## config.mk

```make
export PLATFORM = sky130hd
export DESIGN_NAME = snake_head_ctrl
export DESIGN_NICKNAME = d
export VERILOG_FILES = /design/src/rtl/snake_pkg.sv /design/src/rtl/snake_next_pos.sv /design/src/rtl/snake_head_ctrl.sv
export SDC_FILE = /design/constraint.sdc
export NUM_CORES = 1
export LEC_CHECK = 0
export CAP_MARGIN = 15
export CORE_ASPECT_RATIO = 0.6
export CORE_MARGIN = 4
export CORE_UTILIZATION = 41
export DETAILED_ROUTE_END_ITERATION = 6
export PLACE_DENSITY_LB_ADDON = 0.3
export SLEW_MARGIN = 20
export SYNTH_ARGS = -nofsm -noshare
export SYNTH_HDL_FRONTEND = slang
export SYNTH_SLANG_ARGS = --single-unit
```

## constraint.sdc

```tcl
create_clock -name clk -period 3.9 [get_ports clk]
set_input_delay 0.39 -clock clk [delete_from_list [all_inputs] [get_ports clk]]
set_output_delay 0.39 -clock clk [all_outputs]
set_load 0.05 [all_outputs]
```

## src/rtl/snake_pkg.sv

```systemverilog
// Shared types and helpers for the snake head controller.
// Holds the state and direction enums, the grid defaults and the index helper.
package snake_pkg;

   localparam int GRID_W_DEF = 15;
   localparam int GRID_H_DEF = 15;
   localparam logic [7:0] CENTER_IDX = 8'd112;

   typedef enum logic [2:0] {
      S_IDLE,
      S_SPAWN,
      S_RUN,
      S_CHECK,
      S_COMMIT,
      S_DEAD
   } state_t;

   typedef enum logic [1:0] {
      DIR_UP,
      DIR_DOWN,
      DIR_LEFT,
      DIR_RIGHT
   } dir_t;

   // Row-major cell index; stays below 225, so 8 bits never overflow.
   function automatic logic [7:0] cell_idx(
      input logic [7:0] x,
      input logic [7:0] y,
      input logic [7:0] w
   );
      return (y * w) + x;
   endfunction

   function automatic dir_t dir_opposite(input dir_t d);
      dir_t r;
      unique case (d)
         DIR_UP:    r = DIR_DOWN;
         DIR_DOWN:  r = DIR_UP;
         DIR_LEFT:  r = DIR_RIGHT;
         DIR_RIGHT: r = DIR_LEFT;
      endcase
      return r;
   endfunction

endpackage

```

## src/rtl/snake_next_pos.sv

```systemverilog
// Combinational next-head calculator: one step from (x,y) in dir.
// Ports: x, y, dir in; nx, ny, wall_hit out. SNAKE_WRAP_WALLS_EN wraps edges.
module snake_next_pos
   import snake_pkg::*;
#(
   parameter int GRID_W = GRID_W_DEF,
   parameter int GRID_H = GRID_H_DEF
) (
   input  logic [7:0] x,
   input  logic [7:0] y,
   input  dir_t       dir,
   output logic [7:0] nx,
   output logic [7:0] ny,
   output logic       wall_hit
);

   localparam logic [7:0] XMAX = 8'(GRID_W - 1);
   localparam logic [7:0] YMAX = 8'(GRID_H - 1);

   always_comb begin
      nx       = x;
      ny       = y;
      wall_hit = 1'b0;
      unique case (dir)
         DIR_UP: begin
            if (y == 8'd0) begin
`ifdef SNAKE_WRAP_WALLS_EN
               ny = YMAX;
`else
               wall_hit = 1'b1;
`endif
            end else begin
               ny = y - 8'd1;
            end
         end
         DIR_DOWN: begin
            if (y == YMAX) begin
`ifdef SNAKE_WRAP_WALLS_EN
               ny = 8'd0;
`else
               wall_hit = 1'b1;
`endif
            end else begin
               ny = y + 8'd1;
            end
         end
         DIR_LEFT: begin
            if (x == 8'd0) begin
`ifdef SNAKE_WRAP_WALLS_EN
               nx = XMAX;
`else
               wall_hit = 1'b1;
`endif
            end else begin
               nx = x - 8'd1;
            end
         end
         DIR_RIGHT: begin
            if (x == XMAX) begin
`ifdef SNAKE_WRAP_WALLS_EN
               nx = 8'd0;
`else
               wall_hit = 1'b1;
`endif
            end else begin
               nx = x + 8'd1;
            end
         end
      endcase
   end

endmodule

```

## src/rtl/snake_head_ctrl.sv

```systemverilog
// Snake head controller: steps the head per tick, detects wall/self/food.
// Ports: clk, resetn, tick, start, btn_*, food_idx, occupied in;
// head_idx, head_we, len, food_hit, game_over out. Macro: SNAKE_WRAP_WALLS_EN.
module snake_head_ctrl
   import snake_pkg::*;
#(
   parameter int GRID_W   = GRID_W_DEF,
   parameter int GRID_H   = GRID_H_DEF,
   parameter int LEN_INIT = 3,
   parameter int LEN_MAX  = 200
) (
   input  logic                     clk,
   input  logic                     resetn,
   input  logic                     tick,
   input  logic                     start,
   input  logic                     btn_up,
   input  logic                     btn_down,
   input  logic                     btn_left,
   input  logic                     btn_right,
   input  logic [7:0]               food_idx,
   input  logic [GRID_W*GRID_H-1:0] occupied,
   output logic [7:0]               head_idx,
   output logic                     head_we,
   output logic [7:0]               len,
   output logic                     food_hit,
   output logic                     game_over
);

   localparam logic [7:0] W8   = 8'(GRID_W);
   localparam logic [7:0] X0   = 8'd7;
   localparam logic [7:0] Y0   = 8'd7;
   localparam logic [7:0] LEN0 = 8'(LEN_INIT);
   localparam logic [7:0] LENM = 8'(LEN_MAX);

   state_t     state, state_d;
   dir_t       dir, dir_req;
   logic [7:0] x, y;
   logic [7:0] nx, ny;
   logic [7:0] nx_q, ny_q;
   logic       wall, wall_q;
   logic [7:0] cur_idx, next_idx;
   logic [7:0] len_inc;
   logic       dir_ok;
   logic       occ_hit;
   logic       food_match;

   snake_next_pos #(
      .GRID_W(GRID_W),
      .GRID_H(GRID_H)
   ) u_next (
      .x       (x),
      .y       (y),
      .dir     (dir),
      .nx      (nx),
      .ny      (ny),
      .wall_hit(wall)
   );

   assign cur_idx    = cell_idx(x, y, W8);
   assign next_idx   = cell_idx(nx_q, ny_q, W8);
   assign occ_hit    = occupied[next_idx];
   assign food_match = (next_idx == food_idx);
   assign len_inc    = (len >= LENM) ? LENM : len + 8'd1;

   // Highest-priority pressed button, then reject reversals.
   always_comb begin
      dir_req = dir;
      if (btn_up)         dir_req = DIR_UP;
      else if (btn_down)  dir_req = DIR_DOWN;
      else if (btn_left)  dir_req = DIR_LEFT;
      else if (btn_right) dir_req = DIR_RIGHT;
   end

   assign dir_ok = (btn_up | btn_down | btn_left | btn_right)
                 && (dir_req != dir_opposite(dir));

   always_ff @(posedge clk or negedge resetn) begin
      if (!resetn) begin
         state <= S_IDLE;
      end else begin
         state <= state_d;
      end
   end

   always_comb begin
      state_d   = state;
      head_idx  = cur_idx;
      head_we   = 1'b0;
      food_hit  = 1'b0;
      game_over = 1'b0;
      unique case (state)
         S_IDLE: begin
            if (start) state_d = S_SPAWN;
         end
         S_SPAWN: begin
            head_we = 1'b1;
            state_d = S_RUN;
         end
         S_RUN: begin
            if (tick) state_d = S_CHECK;
         end
         S_CHECK: begin
            if (wall_q) begin
               state_d = S_DEAD;
            end else if (occ_hit && !food_match) begin
               state_d = S_DEAD;
            end else begin
               state_d  = S_COMMIT;
               food_hit = food_match;
            end
         end
         S_COMMIT: begin
            // Present the new head in the strobe cycle itself.
            head_idx = next_idx;
            head_we  = 1'b1;
            state_d  = S_RUN;
         end
         S_DEAD: begin
            game_over = 1'b1;
            if (start) state_d = S_SPAWN;
         end
         default: state_d = S_IDLE;
      endcase
   end

   always_ff @(posedge clk or negedge resetn) begin
      if (!resetn) begin
         x      <= X0;
         y      <= Y0;
         dir    <= DIR_RIGHT;
         len    <= LEN0;
         nx_q   <= '0;
         ny_q   <= '0;
         wall_q <= 1'b0;
      end else begin
         if (state == S_RUN) begin
            if (dir_ok) dir <= dir_req;
            if (tick) begin
               nx_q   <= nx;
               ny_q   <= ny;
               wall_q <= wall;
            end
         end
         if (food_hit) len <= len_inc;
         if (state == S_COMMIT) begin
            x <= nx_q;
            y <= ny_q;
         end
         if (state == S_DEAD && start) begin
            x   <= X0;
            y   <= Y0;
            dir <= DIR_RIGHT;
            len <= LEN0;
         end
      end
   end

endmodule

```

# [Word level (Yosys, flattened, before mapping)]
# Index checks and enable logic that the tools add are counted.
[totals] out_inout_bits=19 reg_bits=46 wordCells=92 input_bits=241
[op_classes] order_cmp=2 bitwise_logic=3 reduce_logical=17 mux=39 multipliers=2 n_eq_ne=14 add_sub_neg=7
[ops] op="8-bit two-way mux" n=12
[ops] op="8-bit case mux with 2 select lines" n=2
[ops] op="8-bit by 1-bit adder with 8-bit output (second input constant)" n=3
[ops] op="8-bit adder" n=2
[ops] op="8-bit by 4-bit equality test with 1-bit output (second input constant)" n=2
[ops] op="8-bit logical NOT" n=2
[ops] op="8-bit by 4-bit multiplier with 8-bit output (second input constant)" n=2
[ops] op="8-bit by 1-bit subtractor with 8-bit output (second input constant)" n=2
[ops] op="2-bit two-way mux" n=7
[ops] op="1-bit two-way mux" n=12
[ops] op="3-bit case mux with 4 select lines" n=1
[ops] op="8-bit by 9-bit less-than comparator with 1-bit output (second input constant)" n=1
[ops] op="1-bit binary-select mux with 8-bit select" n=1
[ops] op="8-bit equality test" n=1
[ops] op="8-bit >= comparator (second input constant)" n=1
[ops] op="2-bit case mux with 4 select lines" n=1
[ops] op="2-bit nonzero test" n=4
[ops] op="3-bit by 2-bit equality test with 1-bit output (second input constant)" n=2
[ops] op="3-bit equality test (second input constant)" n=2
[ops] op="3-bit two-way mux" n=2
[ops] op="2-bit AND reduction" n=3
[ops] op="2-bit equality test (second input constant)" n=2
[ops] op="1-bit case mux with 4 select lines" n=1
[ops] op="2-bit OR reduction" n=2
[ops] op="10 further kinds" n=14

# [Depth between registers and ports, before layout]
# Gate-level depths: netlist of the first run.
[logic_depth] depth_word=10 depth_mapped=17 depth_no_buf=16

# [Modules after synthesis]
# Synthesis of the first run repeated with hierarchy kept, for this count alone.
[hier_totals] hier_cells=653 hier_area_um2=6632.6
[by_module_without_submodules] module="snake_head_ctrl" area_each_um2=5559.1 cells_per_inst=494 seq_area_each_um2=1163.6 instances=1
[by_module_without_submodules] module="snake_next_pos" area_each_um2=1073.5 cells_per_inst=159 seq_area_each_um2=0.0 instances=1

# [Worst setup path after synthesis of the first run]
# OpenSTA, ideal clock, no wires.
[synth_path] path_type="reg2out" startpoint="register y[2]" endpoint="output port head_idx[7]" path_buffers=0 arrival_ns=4.186 path_stages_with_launch=13 slack_ns=-0.676 required_ns=3.510 cell_sequence="dfstp_2 -> fa_1 -> inv_1 -> fa_1 -> fa_1 -> inv_1 -> ha_1 -> a21o_1 -> a21oi_1 -> o21bai_1 -> a21oi_1 -> xnor2_1 -> o21ai_0"
[synth_between] elab_chain_len=3
[synth_rtl] item="from (decl)" line="snake_head_ctrl.sv:37" rtl="logic [7:0] x, y;"
[synth_rtl] item="from (signal assigned)" line="snake_head_ctrl.sv:147" rtl="y <= ny_q;"
[synth_rtl] item="8-bit by 4-bit multiplier with 8-bit output" line="snake_pkg.sv:31" rtl="return (y * w) + x;"
[synth_rtl] item="8-bit adder" line="snake_pkg.sv:31"
[synth_rtl] item="8-bit two-way mux" line="snake_head_ctrl.sv:91" rtl="unique case (state)"
[synth_rtl] item="to (decl)" line="snake_head_ctrl.sv:22" rtl="output logic [7:0] head_idx,"
# Every way passes these cells.

# [Final worst setup path of the first run]
[layout_path] startpoint="register ny_q[1]" endpoint="output port food_hit"
[layout_between] elab_chain_len=8 word_cells_on_any_way=10 classes_between="add/sub: 1; mul: 1; eq/ne: 1; mux: 5; reduce/logical: 2"
[layout_rtl] item="from (decl)" line="snake_head_ctrl.sv:39" rtl="logic [7:0] nx_q, ny_q;"
[layout_rtl] item="from (signal assigned)" line="snake_head_ctrl.sv:140" rtl="ny_q <= ny;"
[layout_rtl] item="8-bit by 4-bit multiplier with 8-bit output *" line="snake_pkg.sv:31"
[layout_rtl] item="8-bit adder *" line="snake_pkg.sv:31"
[layout_rtl] item="1-bit binary-select mux with 8-bit select / 8-bit equality test (equally long branches)" line="snake_head_ctrl.sv:61, snake_head_ctrl.sv:62"
[layout_rtl] item="1-bit two-way mux (not written as such) / 1-bit logical NOT (equally long branches)" line="snake_head_ctrl.sv:61, snake_head_ctrl.sv:105"
[layout_rtl] item="1-bit logical AND" line="snake_head_ctrl.sv:105" rtl="end else if (occ_hit && !food_match) begin"
[layout_rtl] item="1-bit two-way mux *" line="snake_head_ctrl.sv:105"
[layout_rtl] item="1-bit two-way mux *" line="snake_head_ctrl.sv:103" rtl="if (wall_q) begin"
[layout_rtl] item="1-bit two-way mux *" line="snake_head_ctrl.sv:91"
[layout_rtl] item="to (decl)" line="snake_head_ctrl.sv:25" rtl="output logic food_hit,"
# Every way passes the cells marked *; elsewhere a longest branch is shown, timed or not. The select of a mux whose other input is x is not followed.

==> impl_metrics.tcl, run 1 <==
set metrics [dict create \
    outcome "finished with violations" \
    crit_fanout 3 \
    regToRegSetupSlack_ps -530 \
    synth_area_leaders "mux4_2, dfrtp_1, fa_1" \
    totalWireLength_um 26200 \
    report.final.slew_viol_count 0 \
    grt_antenna_before_repair 1 \
    synth-seq-cells 46 \
    clock-sinks 46 \
    syn_area_per_cell_um2 9.53 \
    pin_count 260 \
    root_buffer "clkbuf_16" \
    hold_violations 0 \
    min_period_over_period_pct 114 \
    grt.overflow.total 0 \
    io_buffers 259 \
    cp-start-kind "flop" \
    worst_pin_slew_ps 661 \
    failed_checks "negative setup slack" \
    yosys.area.top_type "mux4_2" \
    rsz0062_at_grt "true" \
    reg2reg_to "state[0]" \
    regArea_um2 1160 \
    nets 1286 \
    fmax_mhz 226 \
    criticalPathCategory "flop to primary output" \
    syn-cell-area_um2 6380 \
    synthArstFlopShare_pct 100 \
    fin_crit_ps 4430 \
    layout_setup_ws_ps -529 \
    fp.dieArea_um2 17700 \
    wire_per_inst_um 22.2 \
    clock_latency_ps 300 \
    die_width_um 169 \
    syn-num-nets 974 \
    place_congestion 0.961 \
    synth_seq_area_share_pct 18.2 \
    detail_route.iter0.violations 577 \
    cp.arrival_ps 4040 \
    area.growth.synth_to_final_pct 64.7 \
    cap_viol_max_count 0 \
    antenna_cells 0 \
    fp-row-count 34 \
    yosys_warnings 0 \
    drt-pass1-iter-count 5 \
    whs_ps 13.3 \
    vias_per_cell 5.82 \
    final-setup-viol-count 15 \
    vias 6866 \
    drc 0 \
    critPathRequiredTime_ps 3510 \
    cts_buffers 5 \
    drive_gt1_share_pct 25.4 \
    slew_headroom_pct 55.8 \
    grtUsageTotal_pct 28.5 \
    timing.rr.start "ny_q[1]" \
    grt_pass1_vias 6865 \
    htreeDepth 2 \
    hpwl_um 20600 \
    multi_input_area_um2 5230 \
    hold_path_class "input pin to async pin" \
    die_height_um 105 \
    clock_path_buffers 2 \
    initial_utilization_pct 42.9 \
    cts_tree "yes" \
    critPathLaunch "ny_q[1]" \
    grt_pass1_wl_um 39300 \
    postRouteAntennaNets 0 \
    rr_worst_depth 17 \
    synth_cell_type_count 65 \
    path_clk_slew_ps 70 \
    synth_edf_count 0 \
    endpoint_kind "primary output" \
    fillCellCount 1046 \
    grt_max_degree 39 \
    syn-instance-count 669 \
    yosysTopAreaCellShare_pct 20.8 \
    core_area_um2 14800 \
    synth_ff_type "dfrtp_1" \
    finClkSkew_ps 9.86 \
]
-- kinds of logic (layout without fill, tap and decap cells) --
group	count (synthesis)	count (layout)	share of synthesized area (%)
muxes	79	79	24.1
DFF	46	46	18.2
AOI/OAI and AO/OA	136	136	14.1
adders and majority gates	64	64	15.9
and+or+nand+nor	198	198	14.9
xor gates and xnor gates	43	43	6.26
buffers and inverters	103	416	6.55
-- through the flow --
stage	instance area (um^2)	setup TNS [ps]	worst slack [ps]	util, %	cells
global route	10500	-6940	-662	70.7	1180
detailed placement	9680	-2620	-368	65.2	1143
finish	10500	-4970	-529	70.7	1180
CTS	10300	-2630	-414	69.4	1173
floorplan	6510	-125	-47.9	-	669
global placement	9680	-1900	-278	65.2	1143
-- area by class of cell --
type	instances	area share (%)
clock buffers	5	1.19
clock inverters	3	0.417
inverters	62	2.24
multi-input cells	520	49.8
flip-flops and latches	46	11.1
well taps	198	2.36
repair buffers	346	32.9
-- per-layer routing --
metal	global-route usage [%]	up-vias	wire, um
met5	0	-	13
met4	5.05	2	505
met3	8.64	39	2610
met2	41.6	378	11500
met1	42.4	3373	11500
li1	-	3074	-
-- cell usage in the layout (no fill, tap or decap), drive strengths merged, types with 3 or more instances in the layout --
| cell | instances |
|---|---|
| a211oi | 11 |
| mux2i | 13 |
| or3 | 9 |
| a21o | 7 |
| and3 | 5 |
| o21ai | 29 |
| mux2 | 7 |
| nand2b | 10 |
| a311oi | 3 |
| clkbuf | 5 |
| or4 | 4 |
| dfstp | 10 |
| ha | 36 |
| a21oi | 34 |
| nor2 | 32 |
| clkdlybuf4s50 | 250 |
| and4 | 3 |
| inv | 62 |
| a2111oi | 3 |
| o21a | 3 |
| fa | 28 |
| a221oi | 3 |
| xnor2 | 38 |
| o211ai | 6 |
| xor2 | 4 |
| o22ai | 4 |
| nor3 | 20 |
| a31oi | 6 |
| and2 | 3 |
| nand2 | 77 |
| o21bai | 4 |
| nor4 | 5 |
| buf | 96 |
| nor2b | 7 |
| dfrtp | 36 |
| nand3 | 16 |
| mux4 | 59 |
| o2bb2ai | 3 |
-- synthesized netlist by cell type, drive strengths merged (11+ instances only) --
cell type,n
nor3,20
a21oi,34
fa,28
a211oi,11
mux2i,13
dfrtp,36
nand3,16
buf,17
xnor2,38
ha,36
clkbuf,24
nand2,77
o21ai,29
nor2,32
mux4,59
inv,61
-- worst max-delay path, cell delays in order (launching register included) --
cell     delay, ps
dfrtp_1        420
fa_1           540
fa_1           490
inv_1           50
fa_1           490
inv_2           50
ha_4           240
buf_6          130
xnor2_4        250
xnor2_2        170
nand3_1        140
buf_4          170
nor3_4         220
nand3_4        120
nor2_4         120
buf_12         140
-- timing repair --
item / CTS / global route
setup buffers: 20 / 7
endpoints found under the setup margin: 15 / 15
cloned: 2 / 0
hold buffers: 0 / 0
pin swaps: 29 / 22
resized for setup: 50 / 37
-- registers in the layout, indices dropped and copies added, names as in the netlist --
signal	flops
len	8
y	8
x	8
dir	2
wall_q	1
state	3
ny_q	8
nx_q	8
-- worst max-delay path by stage --
stage	end	slack [ps]
floorplan	head_idx[7]	-50
global placement	len[3]	-280
detailed placement	state[0]	-370
CTS	food_hit	-410
global route	food_hit	-660
finish	food_hit	-530
Power of run 1 is left out: the tool's default activity adds up to more than one toggle a clock period on the data nets, which glitch-free logic cannot reach.
==> run 2, diff against run 1 <==
Settings changed: CTS_CLUSTER_SIZE set to 10.
Clock period 3.9 ns to 3.69 ns, I/O delays scaled along.
==> run 2 against run 1 <==
Net effect: largest cell class unchanged; the run ends with design-rule violations, negative setup slack left; wire length grew 2.1%; first-iteration DRC count grew 19%; count of clock-buffer cells in the layout grew 1; via count grew 2.1%; highest routed layer unchanged; global-route usage grew 0.13 points; clock skew shrank 4.6 ps.
==> impl_metrics.tcl, run 2 (synthesized netlist as in run 1, its figures left out) <==
set metrics [dict create \
    grt.overflow.total 0 \
    grt_max_degree 39 \
    cts_buffers 5 \
    wire_per_inst_um 22.5 \
    final_cell_mix "clkdlybuf4s50_1, nand2_1, buf_4" \
    fin_crit_ps 4420 \
    totalWireLength_um 26700 \
    slew_headroom_pct 43.0 \
    final_common_cell "clkdlybuf4s50_1" \
    drt-pass1-iter-count 7 \
    hold_violations 0 \
    vias_per_cell 5.91 \
    fp.dieArea_um2 17700 \
    reg2reg_to "len[6]" \
    report.final.slew_viol_count 0 \
    grt_pass1_vias 6967 \
    vias 7007 \
    timing.rr.start "ny_q[1]" \
    initial_utilization_pct 42.9 \
    final_cell_area_um2 10700 \
    place_congestion 0.925 \
    hpwl_um 20400 \
    cp.arrival_ps 4610 \
    worst_pin_slew_ps 848 \
    htreeDepth 2 \
    path_clk_slew_ps 70 \
    detail_route.iter0.violations 688 \
    dpl_cell_area_um2 9730 \
    cp-start-kind "flop" \
    die_height_um 105 \
    drc 13 \
    criticalPathCategory "flop to flop" \
    finClkSkew_ps 5.31 \
    regArea_um2 1160 \
    hold_path_class "input pin to async pin" \
    top_layer "met5" \
    clock_latency_ps 300 \
    failed_checks "design-rule violations, negative setup slack" \
    antenna_cells 0 \
    grtUsageTotal_pct 28.6 \
    outcome "finished with violations" \
    met3_length_um 2930 \
    nets 1292 \
    min_period_over_period_pct 120 \
    rr_worst_depth 15 \
    multi_input_area_um2 5390 \
    area.growth.synth_to_final_pct 67.6 \
    core_area_um2 14800 \
    grt_pass1_wl_um 39300 \
    fp-row-count 34 \
    crit_fanout 5 \
    cts_tree "yes" \
    final-setup-viol-count 15 \
    clock-sinks 46 \
    io_buffers 259 \
    die_width_um 169 \
    critPathRequiredTime_ps 3880 \
    cap_viol_max_count 0 \
    regToRegSetupSlack_ps -730 \
    postRouteAntennaNets 0 \
    met1Wirelength_um 11000 \
    layout_setup_ws_ps -733 \
    drive_gt1_share_pct 27.2 \
    clock_path_buffers 2 \
    grt_antenna_before_repair 1 \
    wl_met2_um 12100 \
    root_buffer "clkbuf_16" \
    rsz0062_at_grt "true" \
    endpoint_kind "flop" \
    fillCellCount 1008 \
    fmax_mhz 226 \
    pin_count 260 \
]
==> run 2: per-stage QoR <==
stage                     instances  hold WS, ps  setup WS (ps)  setup TNS [ps]  utilization (%)
after floorplan                 669         73.4           -268           -2360                -
after global placement         1151          317           -595           -5630             65.5
after detailed placement       1151          312           -739           -7270             65.5
after CTS                      1179          520           -602           -6000             70.6
after global routing           1186          552           -845           -9420             72.0
final                          1186          522           -733           -7550             72.0
==> run 2: metal layers <==
layer	GRT usage, %	up-vias
met5	0	-
met4	4.48	2
met3	8.30	51
met2	44.4	412
met1	40.8	3454
li1	-	3088
==> run 2: area by class of cell <==
type | instances | area share [%]
well taps | 198 | 2.32
clock buffers | 6 | 1.21
repair buffers | 352 | 32.9
clock inverters | 2 | 0.129
flip-flops and latches | 46 | 10.9
inverters | 62 | 2.18
multi-input cells | 520 | 50.4
==> run 2: critical path, cell delays in order, from the launching register on <==
cell and delay, ps:
dfrtp_1 430, fa_1 520, fa_1 490, inv_1 50, fa_1 480, inv_2 50
ha_4 260, buf_6 130, o21ai_4 220, nor2_4 80, nor2_4 170, xor2_2 130
nor4_4 380, o2111ai_4 230, or4_1 550, o211a_1 150
==> run 2: timing repair <==
item,CTS,global route
endpoints found under the setup margin,15,15
hold buffers,1,0
pin swaps,41,13
resized for setup,92,31
buffers inserted,19,9
endpoints found under the hold margin,11,0
gates cloned,1,0
==> run 2: worst max-delay path by stage <==
stage,start,end,slack [ps]
after floorplan,ny_q[2],state[0],-270
after global placement,ny_q[2],len[3],-590
after detailed placement,ny_q[2],len[3],-740
after CTS,ny_q[1],food_hit,-600
after global routing,ny_q[1],len[6],-850
final,ny_q[1],len[6],-730
Power of run 2 is left out for the same reason.
